**src/rtl/pmic_pwm_pkg.sv**
```systemverilog
// Shared definitions for the PWM dead-time generator: default sizes and gate FSM states.
// The optional fault input is enabled by defining FAULT_IN_EN when building pwm_deadtime_gen.
package pmic_pwm_pkg;

  localparam int CNT_W_DEF  = 32;
  localparam int PERIOD_DEF = 15;
  localparam int DT_W_DEF   = 8;

  localparam logic [2:0] ST_IDLE  = 3'd0;
  localparam logic [2:0] ST_HI_ON = 3'd1;
  localparam logic [2:0] ST_LO_ON = 3'd2;
  localparam logic [2:0] ST_DT_HI = 3'd3;
  localparam logic [2:0] ST_DT_LO = 3'd4;

  typedef enum logic [2:0] {
    IDLE  = ST_IDLE,
    HI_ON = ST_HI_ON,
    LO_ON = ST_LO_ON,
    DT_HI = ST_DT_HI,
    DT_LO = ST_DT_LO
  } dt_state_e;

endpackage

```
**src/rtl/deadtime_fsm.sv**
```systemverilog
// Complementary gate driver: follows the registered PWM level and inserts a both-low
// dead-time window on every edge. state_q is the FSM state, kept as a named register.
module deadtime_fsm
  import pmic_pwm_pkg::*;
#(
  parameter int DT_W = DT_W_DEF
) (
  input  logic            clk,
  input  logic            reset_n,
  input  logic            raw_i,
  input  logic            en_i,
  input  logic [DT_W-1:0] dead_time_i,
  output logic            gate_hi_o,
  output logic            gate_lo_o
);

  dt_state_e       state_q, state_d;
  logic [DT_W-1:0] dt_cnt_q, dt_cnt_d;
  logic [DT_W-1:0] dt_load;
  logic            gate_hi_q, gate_lo_q;

  // Dead-time window lasts dead_time cycles, but never less than one.
  assign dt_load = (dead_time_i == '0) ? '0 : dead_time_i - DT_W'(1);

  always_comb begin
    state_d  = state_q;
    dt_cnt_d = dt_cnt_q;
    if (!en_i) begin
      state_d = IDLE;
    end else begin
      case (state_q)
        IDLE: begin
          state_d  = raw_i ? DT_HI : DT_LO;
          dt_cnt_d = dt_load;
        end
        HI_ON: if (!raw_i) begin
          state_d  = DT_LO;
          dt_cnt_d = dt_load;
        end
        LO_ON: if (raw_i) begin
          state_d  = DT_HI;
          dt_cnt_d = dt_load;
        end
        DT_HI: begin
          if (!raw_i) begin
            state_d  = DT_LO;
            dt_cnt_d = dt_load;
          end else if (dt_cnt_q == '0) begin
            state_d = HI_ON;
          end else begin
            dt_cnt_d = dt_cnt_q - DT_W'(1);
          end
        end
        DT_LO: begin
          if (raw_i) begin
            state_d  = DT_HI;
            dt_cnt_d = dt_load;
          end else if (dt_cnt_q == '0) begin
            state_d = LO_ON;
          end else begin
            dt_cnt_d = dt_cnt_q - DT_W'(1);
          end
        end
        default: state_d = IDLE;
      endcase
    end
  end

  always_ff @(posedge clk or negedge reset_n) begin
    if (!reset_n) begin
      state_q   <= IDLE;
      dt_cnt_q  <= '0;
      gate_hi_q <= 1'b0;
      gate_lo_q <= 1'b0;
    end else begin
      state_q   <= state_d;
      dt_cnt_q  <= dt_cnt_d;
      gate_hi_q <= (state_d == HI_ON);
      gate_lo_q <= (state_d == LO_ON);
    end
  end

  assign gate_hi_o = gate_hi_q;
  assign gate_lo_o = gate_lo_q;

endmodule

```
**src/rtl/pwm_deadtime_gen.sv**
```systemverilog
// PWM compare with double-buffered duty and dead-time gate pair.
// Define FAULT_IN_EN to add the synchronised, latched external fault shutdown.
module pwm_deadtime_gen
  import pmic_pwm_pkg::*;
#(
  parameter int CNT_W  = CNT_W_DEF,
  parameter int PERIOD = PERIOD_DEF,
  parameter int DT_W   = DT_W_DEF
) (
  input  logic             clk,
  input  logic             reset_n,
  input  logic             en,
  input  logic [CNT_W-1:0] count,
  input  logic [CNT_W-1:0] duty_in,
  input  logic             duty_wr,
  input  logic [DT_W-1:0]  dead_time,
  output logic             duty_ack,
  output logic             gate_hi,
  output logic             gate_lo
`ifdef FAULT_IN_EN
  ,
  input  logic             fault_in,
  input  logic             fault_clr,
  output logic             fault_q
`endif
);

  localparam logic [CNT_W-1:0] DUTY_MAX = CNT_W'(PERIOD + 1);

  logic [CNT_W-1:0] shadow_q, shadow_d;
  logic [CNT_W-1:0] active_q, active_d;
  logic             pending_q, pending_d;
  logic             ack_q;
  logic             raw_q;
  logic             transfer;
  logic             fsm_en;

  // Transfer reads the old shadow, so a coincident write stays pending for the next period.
  always_comb begin
    transfer  = pending_q && (count == '0);
    shadow_d  = shadow_q;
    active_d  = active_q;
    pending_d = pending_q;
    if (transfer) begin
      active_d  = shadow_q;
      pending_d = 1'b0;
    end
    if (duty_wr) begin
      shadow_d  = (duty_in > DUTY_MAX) ? DUTY_MAX : duty_in;
      pending_d = 1'b1;
    end
  end

  always_ff @(posedge clk or negedge reset_n) begin
    if (!reset_n) begin
      shadow_q  <= '0;
      active_q  <= '0;
      pending_q <= 1'b0;
      ack_q     <= 1'b0;
      raw_q     <= 1'b0;
    end else begin
      shadow_q  <= shadow_d;
      active_q  <= active_d;
      pending_q <= pending_d;
      ack_q     <= transfer;
      raw_q     <= (count < active_q);
    end
  end

`ifdef FAULT_IN_EN
  logic fault_s1_q, fault_s2_q, fault_lat_q;

  // Set wins over clear; the synchronised level also gates the FSM before the latch catches up.
  always_ff @(posedge clk or negedge reset_n) begin
    if (!reset_n) begin
      fault_s1_q  <= 1'b0;
      fault_s2_q  <= 1'b0;
      fault_lat_q <= 1'b0;
    end else begin
      fault_s1_q <= fault_in;
      fault_s2_q <= fault_s1_q;
      if (fault_s2_q) begin
        fault_lat_q <= 1'b1;
      end else if (fault_clr) begin
        fault_lat_q <= 1'b0;
      end
    end
  end

  assign fault_q = fault_lat_q;
  assign fsm_en  = en & ~(fault_lat_q | fault_s2_q);
`else
  assign fsm_en  = en;
`endif

  deadtime_fsm #(
    .DT_W(DT_W)
  ) u_fsm (
    .clk         (clk),
    .reset_n     (reset_n),
    .raw_i       (raw_q),
    .en_i        (fsm_en),
    .dead_time_i (dead_time),
    .gate_hi_o   (gate_hi),
    .gate_lo_o   (gate_lo)
  );

  assign duty_ack = ack_q;

endmodule

```
**config.mk**
```make
export PLATFORM = sky130hd
export DESIGN_NAME = pwm_deadtime_gen
export DESIGN_NICKNAME = d
export VERILOG_FILES = /design/src/rtl/pmic_pwm_pkg.sv /design/src/rtl/deadtime_fsm.sv /design/src/rtl/pwm_deadtime_gen.sv
export SDC_FILE = /design/constraint.sdc
export NUM_CORES = 1
export LEC_CHECK = 0
export CORE_MARGIN = 4
export CORE_UTILIZATION = 49
export CTS_CLUSTER_SIZE = 8
export DETAILED_ROUTE_END_ITERATION = 16
export HOLD_SLACK_MARGIN = 0.12
export PLACE_DENSITY = 0.76
export SYNTH_ARGS = -nofsm -noshare
export SYNTH_HDL_FRONTEND = slang
export SYNTH_HIERARCHICAL = 1
export SYNTH_SLANG_ARGS = --single-unit
```
**constraint.sdc**
```tcl
create_clock -name clk -period 2.6 [get_ports clk]
set_input_delay 0.39 -clock clk [delete_from_list [all_inputs] [get_ports clk]]
set_output_delay 0.39 -clock clk [all_outputs]
set_load 0.02 [all_outputs]
```
# Word-level counts from Yosys, hierarchy flattened
# Cells that the tools add are included.
[totals] reg_bits=80 inputBits=76 output_inout_bits=3
[classes] n_addsub=2 n_lt_le_gt_ge=2 n_eq_ne=8 muxes=19 n_reduce_logical=8
[ops] cell="$mux W8" n=6
[ops] cell="$pmux W8 S5" n=1
[ops] cell="$gt A32 B5 Y1 const B" n=1
[ops] cell="$logic_not A32 Y1" n=1
[ops] cell="$lt A32 B32 Y1" n=1
[ops] cell="$mux W32" n=1
[ops] cell="$mux W3" n=8
[ops] cell="$logic_not A8 Y1" n=2
[ops] cell="$sub A8 B1 Y8 const B" n=2
[ops] cell="$pmux W3 S5" n=1
[ops] cell="$eq A3 B2 Y1 const B" n=3
[ops] cell="$eq A3 B1 Y1 const B" n=2
[ops] cell="$reduce_bool A5 Y1" n=1
[ops] cell="$ne A2 B2 Y1 const B" n=2
[ops] cell="$reduce_and A4 Y1" n=1
[ops] cell="$eq A3 B3 Y1 const B" n=1
[ops] cell="$logic_not A3 Y1" n=1
[ops] cell="$mux W1" n=2
[ops] cell="$reduce_bool A2 Y1" n=1
[ops] cell="$logic_and A1 B1 Y1" n=1

# Longest topological paths before layout
# Gate-level depths: netlist (run 1).
[logic_depth] ltp_word=6 depth_mapped=7 depth_no_buf=7

# Hierarchy
# The synthesis (run 1) kept the hierarchy.
[by_module_without_submodules] module="pwm_deadtime_gen" instances=1 cells_each=313 area_per_inst_um2=3183.1
[by_module_without_submodules] module="deadtime_fsm" instances=1 cells_each=115 area_per_inst_um2=1002.2

# Least setup slack after synthesis (run 1)
# Ideal clock, no wire load.
[synth_path] kind="register to register" start="register u_fsm.dt_cnt_q[2]" end="register u_fsm.dt_cnt_q[1]" t_arrival_ns=1.715 required_time_ns=2.479 path_slack_ns=0.764 path_stages_with_launch=6 synth_period_minus_slack_ns=1.836 cell_sequence="dfrtp_1 > or4_4 > nor3b_4 > or2_4 > o22ai_2 > a22o_1"
[synth_via] elab_chain_cells=4 elab_cells_between_ends=5 classes_between="mux (4); reduce/logical (1)"
[synth_rtl] item="start, declared" line_no="deadtime_fsm.sv:18" text="logic [DT_W-1:0] dt_cnt_q, dt_cnt_d;"
[synth_rtl] item="start signal, assigned" line_no="deadtime_fsm.sv:77" text="dt_cnt_q <= dt_cnt_d;"
[synth_rtl] item="$logic_not A8 Y1 *" line_no="deadtime_fsm.sv:48, deadtime_fsm.sv:58"
[synth_rtl] item="$mux W8 *"
[synth_rtl] item="$mux W8, on equally long branches"
[synth_rtl] item="$pmux W8 S5 *"
# Mark *: on every way between the ends. The rest lies on a longest branch, timed or not.
# A chain may end at the register's enable or synchronous reset.

# Worst setup path after layout (run 1)
[layout_path] start="register u_fsm.dt_cnt_q[2]" end="register u_fsm.dt_cnt_q[5]"
[layout_via] elab_chain_cells=4 elab_cells_between_ends=6 classes_between="add/sub (1); mux (4); reduce/logical (1)"
[layout_rtl] item="$sub A8 B1 Y8 or $logic_not A8 Y1 (tied branches)"
[layout_rtl] item="$mux W8 *" line_no="deadtime_fsm.sv:48, deadtime_fsm.sv:58"
[layout_rtl] item="$mux W8, on equally long branches" line_no="deadtime_fsm.sv:55, deadtime_fsm.sv:45"
[layout_rtl] item="$pmux W8 S5 *" line_no="deadtime_fsm.sv:31" text="case (state_q)"
# Marks and branches as above.

==> flow_summary_export.csv, run 1 <==
group,metric,value,unit
run_status,status,"finished clean",
yosys,synth_seq_area_share,47.8,%
drt,ant_nets,0,
place,portBuffers,78,
sta,finalCritPeriodShare,79.7,%
sta,fmax,0.482,GHz
global_route,grt.overflow.total,0,
yosys,netlist_instances,428,
drt,drc,0,
power_and_ir_drop,leakagePower,2.40,nW
global_route,antenna_found_initial,0,
yosys,ys_async_sr_fraction,100,%
yosys,syn-num-nets,539,
sta,grt_setup_unrepaired,"no",
min_path,min_path_cells,2,
setup_path,endpoint_kind,"register",
min_path,hold_path_end,"active_q[22]$_DFFE_PN0P_",
yosys,yosys-top-cells-count,"dfrtp_1, o21ai_0, inv_1",
min_path,hold_path.startpoint,"shadow_q[22]$_DFFE_PN0P_",
setup_path,r2r-end,"u_fsm/dt_cnt_q[5]$_DFFE_PN0P_",
clock_network,clock_latency,0.35,ns
sta,hold_violations,0,
drt,drt_iter0_drc,143,
global_route,track_usage,18.7,%
place,dp_hpwl,6590,microns
sta,maxSlewHeadroom,59.3,%
layout,fin_nets,620,
floorplan,num_rows,33,
yosys,ys_seq_elements,80,
sta,tns,0,ns
sta,final-setup-viol-count,0,
setup_path,r2r_slack,0.53,ns
yosys,yosys.area.top_type,"dfrtp_1",
drt,vias,3350,
setup_path,critPathKind,"register to register",
yosys,synth_edf_count,0,
clock_network,clk_pin_slew,0.08,ns
global_route,grt_start_max_net_pins,48,
clock_network,numCtsBuffers,9,
setup_path,r2r_cells,5,
layout,area_growth,25.4,%
yosys,netlist.area_leader.share,47.8,%
flow_run,maxCapViolations,0,
drt,drtPass1Iterations,4,
floorplan,core,0.00826,sq mm
yosys,ys_types,50,
floorplan,ios,79,
drt,drt-vias-per-instance,5.41,
clock_network,clockRootBuffer,"clkbuf_8",
min_path,hp-class,"register to register",
yosys,synth_warnings,6,
clock_network,cts_max_path_buffers,2,
drt,drt-wirelength-per-cell,13.9,microns
layout,fill_cells,706,
clock_network,cts_sinks,80,
clock_network,cts_tree,"yes",
yosys,yosysMostFrequentCell,"dfrtp_1",
sta,slew_violations,0,
setup_path,cp_data_arrival_time,2.30,ns
layout,diodes,0,
power_and_ir_drop,p_per_area,464,mW/mm^2
power_and_ir_drop,vdd_drop_max,0.257,mV
yosys,ys_top_cells_by_area,"dfrtp_1, ha_1, o21ai_0",
setup_path,startpoint_type,"register",
global_route,grt_pass1_vias,3323,
layout,drive_gt1_share,6.03,%
sta,finClkSkew,0.0113,ns
yosys,avgSynthCellArea,9.78,sq um
setup_path,crit_fanout,8,
clock_network,htree_levels,3,
floorplan,start_util,50.7,%
yosys,synthFlopType,"dfrtp_1",
place,gp_congestion,0.848,
global_route,grt_pass1_wl,15100,microns
floorplan,die_area,0.0101,sq mm
setup_path,timing.rr.start,"u_fsm/dt_cnt_q[2]$_DFFE_PN0P_",
drt,wirelength,8610,microns
yosys,netlist_area,0.00419,sq mm
floorplan,fp.dieW,100,microns
clock_network,postCtsResizedCells,0,
sta,min_period,2.07,ns
sta,timing.hold.ws,0.470,ns
setup_path,crit_required,2.83,ns
sta,worst_pin_slew,0.605,ns
floorplan,die_h,100,microns
-- layout make-up --
class	instances	area [sq um]	area share (%)
sequential	80	2000	38.1
inverter	46	173	3.29
timing repair buffer	84	838	16.0
tap	105	131	2.50
multi-input combinational	288	1940	37.0
clock inverter	5	33.8	0.643
clock buffer	11	131	2.50
-- cells in the final DEF, fill, tap and decap left out, drive strengths merged, types with 5 or more instances in the layout --
cell type      instances
dfrtp                 80
clkdlybuf4s50         77
o21ai                 52
inv                   46
nand2                 45
ha                    35
nor2b                 31
nor4                  17
a21oi                 16
nor2                  11
clkbuf                11
nor3                   9
nand3                  7
nand4                  6
buf                    6
a32oi                  5
-- logic make-up after synthesis --
kind of cell / Yosys count / synth area share (%)
multiplexers: 3 / 0.777
adder cells (fa/ha/maj): 35 / 10.5
AO/OA/AOI/OAI: 99 / 14.7
AND/OR/NAND/NOR: 147 / 19.6
flip-flops: 80 / 47.8
XOR/XNOR: 4 / 0.837
buffers and inverters: 60 / 5.80
-- state kept, by name, summed over array words and instances (netlist names) --
signal and cells:
u_fsm/state_q 3, raw_q 1, shadow_q 32, duty_ack 1, active_q 32, u_fsm/gate_lo_o 1
u_fsm/dt_cnt_q 8, pending_q 1, u_fsm/gate_hi_o 1
-- routing by layer --
metal  vias to the layer above  track usage, %  routed length, microns
met5                         -               0                       0
met4                         0            5.70                     119
met3                        12            3.75                     364
met2                        78            29.6                    3980
met1                      1599            26.0                    4140
li1                       1661               -                       -
-- worst max-delay path by stage --
stage                             startpoint                            end  slack, ns
6_report       u_fsm/dt_cnt_q[2]$_DFFE_PN0P_  u_fsm/dt_cnt_q[5]$_DFFE_PN0P_       0.53
5_1_grt                            count[16]       active_q[21]$_DFFE_PN0P_       0.38
4_1_cts                            count[16]       active_q[26]$_DFFE_PN0P_       0.47
3_5_place_dp                       count[16]       active_q[26]$_DFFE_PN0P_       0.11
3_3_place_gp                       count[16]       active_q[23]$_DFFE_PN0P_       0.15
2_1_floorplan  u_fsm/dt_cnt_q[2]$_DFFE_PN0P_  u_fsm/dt_cnt_q[1]$_DFFE_PN0P_       0.76
-- worst max-delay path: stages (launching register included) --
cell and delay, ns:
dfrtp_1 0.46, or4_4 0.58, nor3b_4 0.38, nor2_1 0.19, a32oi_1 0.25, o22ai_1 0.10
-- report_power, final --
| part | internal [mW] | switching, mW |
|---|---|---|
| Sequential | 1.27 | 0.0379 |
| Clock | 0.345 | 0.445 |
| Combinational | 0.185 | 0.156 |
-- stage by stage --
stage	setup WS (ns)	area (sq um)	std cells	utilization (%)	total power [mW]
after floorplan	0.764	4190	428	-	1.47
after global placement	0.148	5070	602	61.5	1.66
after detailed placement	0.106	5070	602	61.5	1.67
after CTS	0.469	5250	619	63.6	2.47
after global routing	0.385	5250	619	63.6	2.57
final	0.527	5250	619	63.6	2.44
-- repair_timing --
| item | in CTS | in global routing |
|---|---|---|
| buffers inserted | 0 | 0 |
| hold buffers | 1 | 0 |
| endpoints found under the hold margin | 46 | 0 |
No activity file was read; power rests on OpenSTA's default activity.
==> run 2, diff against run 1 <==
- CORE_UTILIZATION: 49 -> 47
- clock period: 2.6 -> 1.7 ns (I/O delays scaled with it)
==> flow_summary_export.csv, run 2 (synthesized netlist as in run 1, its figures left out) <==
group,metric,value,unit
floorplan,die_area,0.0105,sq mm
flow_run,maxCapViolations,0,
sta,slew_violations,0,
sta,finClkSkew,0.00716,ns
drt,vias,3744,
floorplan,die_h,102,microns
place,dp_hpwl,7350,microns
sta,hold_violations,0,
global_route,grt_pass1_wl,17700,microns
setup_path,critPathKind,"register to register",
floorplan,core,0.00868,sq mm
sta,finalCritPeriodShare,113,%
layout,final_common_cell,"dfrtp_1",
power_and_ir_drop,p_seq_share,45.7,%
layout,fin_nets,684,
clock_network,cts_tree,"yes",
global_route,grt.overflow.total,0,
clock_network,cts_max_path_buffers,2,
global_route,grt_pass1_vias,3962,
power_and_ir_drop,clock_power_share,37.3,%
sta,maxSlewHeadroom,72.4,%
sta,min_period,1.92,ns
sta,fmax,0.521,GHz
power_and_ir_drop,vdd_drop_max,0.381,mV
power_and_ir_drop,leakagePower,2.93,nW
floorplan,fp.dieW,102,microns
setup_path,cp_cell_sequence,"or4_4 -> nor3b_4 -> buf_6 -> buf_6 -> o21a_1 -> nor3_1 -> o21a_1",
layout,area_growth,46.3,%
setup_path,startpoint_type,"register",
setup_path,cpPeakStageDelay,0.58,ns
place,place_ws,-0.485,ns
power_and_ir_drop,p_per_area,704,mW/mm^2
clock_network,cts_sinks,80,
setup_path,cp_data_arrival_time,2.16,ns
layout,multi_input_area,0.00217,sq mm
run_status,status,"finished, violations left",
drt,wirelength,10900,microns
power_and_ir_drop,p_int,3.23,mW
setup_path,crit_fanout,4,
sta,final-setup-viol-count,12,
clock_network,clockRootBuffer,"clkbuf_8",
setup_path,crit_required,1.94,ns
setup_path,timing.rr.start,"u_fsm/dt_cnt_q[2]$_DFFE_PN0P_",
clock_network,htree_levels,3,
setup_path,r2r_cells,7,
drt,drt-vias-per-instance,5.46,
layout,mostFrequentLayoutCells,"dfrtp_1, buf_4, clkdlybuf4s50_1",
setup_path,critical-path-slowest-cell,"or4_4",
place,gp_congestion,0.882,
clock_network,clock_latency,0.36,ns
sta,worst_pin_slew,0.413,ns
drt,drt-wirelength-per-cell,15.8,microns
clock_network,numCtsBuffers,9,
setup_path,endpoint_kind,"register",
setup_path,r2r-end,"u_fsm/state_q[1]$_DFF_PN0_",
power_and_ir_drop,power,4.31,mW
setup_path,r2r_slack,-0.22,ns
layout,diodes,0,
drt,drtPass1Iterations,5,
sta,fin_ws,-0.221,ns
sta,grt_setup_unrepaired,"yes",
power_and_ir_drop,swShare,25.0,%
drt,ant_nets,0,
power_and_ir_drop,p_comb_share,17.0,%
floorplan,ios,79,
drt,drc,0,
power_and_ir_drop,netSwitchingPower,1.08,mW
layout,fill_cells,621,
min_path,hp-class,"input port to asynchronous set/reset pin",
floorplan,start_util,48.2,%
drt,drt_iter0_drc,149,
global_route,grt_start_max_net_pins,39,
global_route,track_usage,21.6,%
layout,seq_area,0.00200,sq mm
layout,reg.largest.list,"active_q (32), shadow_q (32), u_fsm/dt_cnt_q (8)",
floorplan,num_rows,34,
run_status,violations,"negative setup slack",
layout,drive_gt1_share,22.8,%
global_route,antenna_found_initial,0,
clock_network,clk_pin_slew,0.08,ns
place,portBuffers,78,
==> run 2: cell count changes in the layout (fill, tap and decap cells not counted), moves of 5 or more <==
cell,before,now
a21oi_1,16,11
nor4_1,17,8
clkdlybuf4s50_1,77,48
dlymetal6s2s_1,0,14
dlygate4sd2_1,0,15
inv_2,0,5
inv_1,46,41
buf_4,5,62
ha_1,35,29
a21oi_2,0,5
ha_4,0,6
nor4_2,0,7
==> run 2: layout make-up <==
class                           instances  area share [%]
Inverter                               46            2.82
Tap cell                              108            2.21
Sequential cell                        80            32.7
Timing Repair Buffer                  148            23.1
Clock buffer                           11            2.47
Multi-Input combinational cell        288            35.5
Clock inverter                          5            1.29
==> run 2: worst max path at each step <==
stage / start / to / slack (ns) / cells past startpoint
2_1_floorplan: u_fsm/dt_cnt_q[5]$_DFFE_PN0P_ / u_fsm/dt_cnt_q[5]$_DFFE_PN0P_ / -0.1 / 5
3_3_place_gp: count[1] / raw_q$_DFF_PN0_ / -0.46 / 6
3_5_place_dp: dead_time[5] / u_fsm/dt_cnt_q[7]$_DFFE_PN0P_ / -0.49 / 6
4_1_cts: u_fsm/dt_cnt_q[2]$_DFFE_PN0P_ / u_fsm/state_q[1]$_DFF_PN0_ / -0.14 / 7
5_1_grt: u_fsm/dt_cnt_q[2]$_DFFE_PN0P_ / u_fsm/state_q[1]$_DFF_PN0_ / -0.26 / 7
6_report: u_fsm/dt_cnt_q[2]$_DFFE_PN0P_ / u_fsm/state_q[1]$_DFF_PN0_ / -0.22 / 7
==> run 2: worst max-delay path: cells and delay by family (launching register included) <==
family	cells	cell delay (ns)
buf+inv	2	0.24
flops	1	0.38
simple gates	3	0.88
compound gates	2	0.31
==> run 2: layer usage <==
metal  global-route usage [%]  share of wire [%]  routed length, microns  vias to the layer above
li1                         -                  -                       -                     1791
met1                     26.0                 42                    4590                     1804
met2                     37.3                 50                    5400                      118
met3                     4.57                5.2                     567                       31
met4                     9.28                2.8                     305                        0
met5                        0                  0                       0                        -
==> run 2: timing repair <==
item                                    in CTS  in global routing
resized for setup                           47                 32
pin swaps                                   25                 17
setup buffers                                9                  3
hold endpoints to repair                    59                  0
hold buffers                                 1                  0
gates cloned                                 2                  0
endpoints found under the setup margin      44                 44
==> run 2: power by group through the flow <==
stage | logic (mW) | clock network [mW] | registers [mW]
detailed placement | 0.680 | 0 | 2.01
CTS | 0.707 | 1.64 | 1.97
global route | 0.789 | 1.74 | 1.98
finish | 0.732 | 1.61 | 1.97
floorplan | 0.234 | 0 | 2.02
global placement | 0.662 | 0 | 2.01
==> run 2: stage by stage <==
stage / hold slack [ns] / cell area (sq um) / setup TNS [ns] / std cells / util [%]
after floorplan: -0.0406 / 4190 / -0.611 / 428 / -
final: 0.323 / 6120 / -1.27 / 686 / 70.5
after detailed placement: 0.171 / 5470 / -19.39 / 655 / 63.0
after global placement: 0.170 / 5470 / -16.58 / 655 / 63.0
after global routing: 0.356 / 6120 / -2.13 / 686 / 70.5
after CTS: 0.323 / 5970 / -0.751 / 683 / 68.8
==> run 3, diff against run 2 <==
- CORE_UTILIZATION: 47 -> 46
- PLACE_DENSITY: 0.76 -> 0.75
==> flow_summary_export.csv, run 3 (synthesized netlist as in run 1, its figures left out) <==
group,metric,value,unit
drt,drt-vias-per-instance,5.52,
setup_path,startpoint_type,"register",
setup_path,crit_fanout,5,
sta,fmax,0.525,GHz
sta,slew_violations,0,
power_and_ir_drop,power,4.69,mW
floorplan,start_util,47.5,%
sta,final-setup-viol-count,26,
place,dp_hpwl,7360,microns
floorplan,die_h,103,microns
floorplan,num_rows,34,
sta,hold_violations,0,
clock_network,clk_pin_slew,0.08,ns
drt,wirelength,11500,microns
setup_path,critPathKind,"register to register",
setup_path,cpPeakStageDelay,0.57,ns
sta,fin_ws,-0.206,ns
sta,min_period,1.91,ns
floorplan,fp.dieW,103,microns
setup_path,critical_path.top_delay_family,"simple AND/OR/NAND/NOR gates",
sta,worst_pin_slew,0.434,ns
floorplan,die_area,0.0107,sq mm
global_route,grt_use_met1,26.4,%
drt,drt_iter0_drc,160,
floorplan,ios,79,
min_path,hold_path.startpoint,"count[31]",
clock_network,clockRootBuffer,"clkbuf_8",
layout,area_growth,48.9,%
global_route,grt_start_max_net_pins,81,
run_status,violations,"negative setup slack",
global_route,antenna_found_initial,0,
setup_path,critical-path-slowest-cell,"or4_4",
layout,final_common_cell,"dfrtp_1",
flow_run,maxCapViolations,0,
setup_path,cp_cell_sequence,"or4_4 -> nor3b_4 -> buf_6 -> nand3_2 -> o21ai_1 -> and3_1",
setup_path,endpoint_kind,"register",
global_route,track_usage,20.5,%
sta,tns,-1.77,ns
setup_path,crit_required,1.98,ns
clock_network,htree_levels,3,
layout,mostFrequentLayoutCells,"dfrtp_1, buf_4, clkdlybuf4s50_1",
layout,fill_cells,634,
clock_network,cts_max_path_buffers,2,
global_route,grt-busiest-layer,"met2",
global_route,use_met2,33.2,%
sta,finClkSkew,0.0102,ns
drt,ant_nets,0,
clock_network,cts_sinks,80,
power_and_ir_drop,p_per_area,753,mW/mm^2
clock_network,cts_tree,"yes",
layout,reg.largest.list,"active_q (32), shadow_q (32), u_fsm/dt_cnt_q (8)",
global_route,grt_pass1_wl,17000,microns
clock_network,clock_latency,0.35,ns
setup_path,timing.rr.start,"u_fsm/dt_cnt_q[3]$_DFFE_PN0P_",
layout,final_util,70.8,%
place,portBuffers,78,
floorplan,core,0.00881,sq mm
layout,drive_gt1_share,23.4,%
drt,drt-wirelength-per-cell,16.7,microns
global_route,grt.overflow.total,0,
global_route,grt_pass1_vias,3706,
layout,diodes,0,
power_and_ir_drop,vdd_drop_max,0.640,mV
setup_path,cp_data_arrival_time,2.19,ns
power_and_ir_drop,leakagePower,3.00,nW
global_route,groute.layer.met3.usage,4.83,%
sta,maxSlewHeadroom,71.0,%
clock_network,numCtsBuffers,9,
drt,vias,3798,
sta,grt_setup_unrepaired,"yes",
run_status,status,"finished, violations left",
setup_path,startpoint,"u_fsm/dt_cnt_q[3]$_DFFE_PN0P_",
drt,drc,0,
setup_path,path_buf_inv,1,
place,gp_congestion,0.844,
min_path,hp-class,"input port to register",
drt,drtPass1Iterations,4,
sta,finalCritPeriodShare,112,%
layout,fin_nets,686,
## run 3: cell count changes in the layout (fill, tap and decap cells not counted), moves of 3 or more
cell | previous run | this run
o21ai_1 | 8 | 13
dlygate4sd2_1 | 15 | 5
bufinv_16 | 2 | 5
dlymetal6s2s_1 | 14 | 20
buf_6 | 3 | 7
clkbuf_16 | 0 | 3
nor2_2 | 0 | 3
o21ai_0 | 43 | 36
## run 3: where the power goes
part | switching, mW | leakage, nW | total (mW) | internal, mW
logic | 0.344 | 1.94 | 0.746 | 0.402
clock network | 0.705 | 0.140 | 1.98 | 1.27
registers | 0.0314 | 0.923 | 1.97 | 1.94
total | 1.08 | 3.00 | 4.69 | 3.61
## run 3: timing repair
item / in CTS / in global routing
hold buffers: 1 / 0
gates resized for setup: 36 / 56
setup buffers: 6 / 4
pin swaps: 10 / 19
gates cloned: 1 / 5
endpoints found under the hold margin: 80 / 0
setup endpoints to repair: 44 / 46
## run 3: tightest hold or removal path, stage by stage
cell and delay [ns]:
dlymetal6s2s_1 0.13, ha_1 0.17, a221oi_2 0.05, o21ai_0 0.11, a21oi_2 0.04
## run 3: through the flow
step                      hold WS, ns  cell area, sq um  setup slack [ns]  instances
final                           0.439              6230            -0.206        688
after floorplan               -0.0406              4190           -0.0977        428
after CTS                       0.465              5950            -0.131        679
after detailed placement        0.317              5470            -0.492        655
after global placement          0.308              5470            -0.461        655
after global routing            0.469              6230            -0.265        688
## run 3: final cells by class
class / instances / area (sq um) / share of cell area [%]
Multi-Input combinational cell: 288 / 2170 / 34.9
Sequential cell: 80 / 2000 / 32.1
Timing Repair Buffer: 150 / 1460 / 23.5
Inverter: 46 / 175 / 2.81
Clock inverter: 6 / 155 / 2.49
Tap cell: 108 / 135 / 2.17
Clock buffer: 10 / 128 / 2.05
## run 3: final timing paths
kind,endpoint,slack [ns],cells past startpoint
worst max-delay path,u_fsm/gate_lo_o$_DFF_PN0_,-0.21,6
worst min-delay path,raw_q$_DFF_PN0_,0.44,5
worst max register to register,u_fsm/gate_lo_o$_DFF_PN0_,-0.21,6
worst min register to register,active_q[18]$_DFFE_PN0P_,0.48,2
max in group asynchronous,shadow_q[15]$_DFFE_PN0P_,0.91,3
min in group asynchronous,shadow_q[20]$_DFFE_PN0P_,0.46,3
## run 3: layer usage
layer	up-vias	share of wire, %	routed length, microns
li1	1801	-	-
met1	1855	42	4880
met2	120	50	5770
met3	22	5.3	612
met4	0	2.0	228
met5	-	0	0
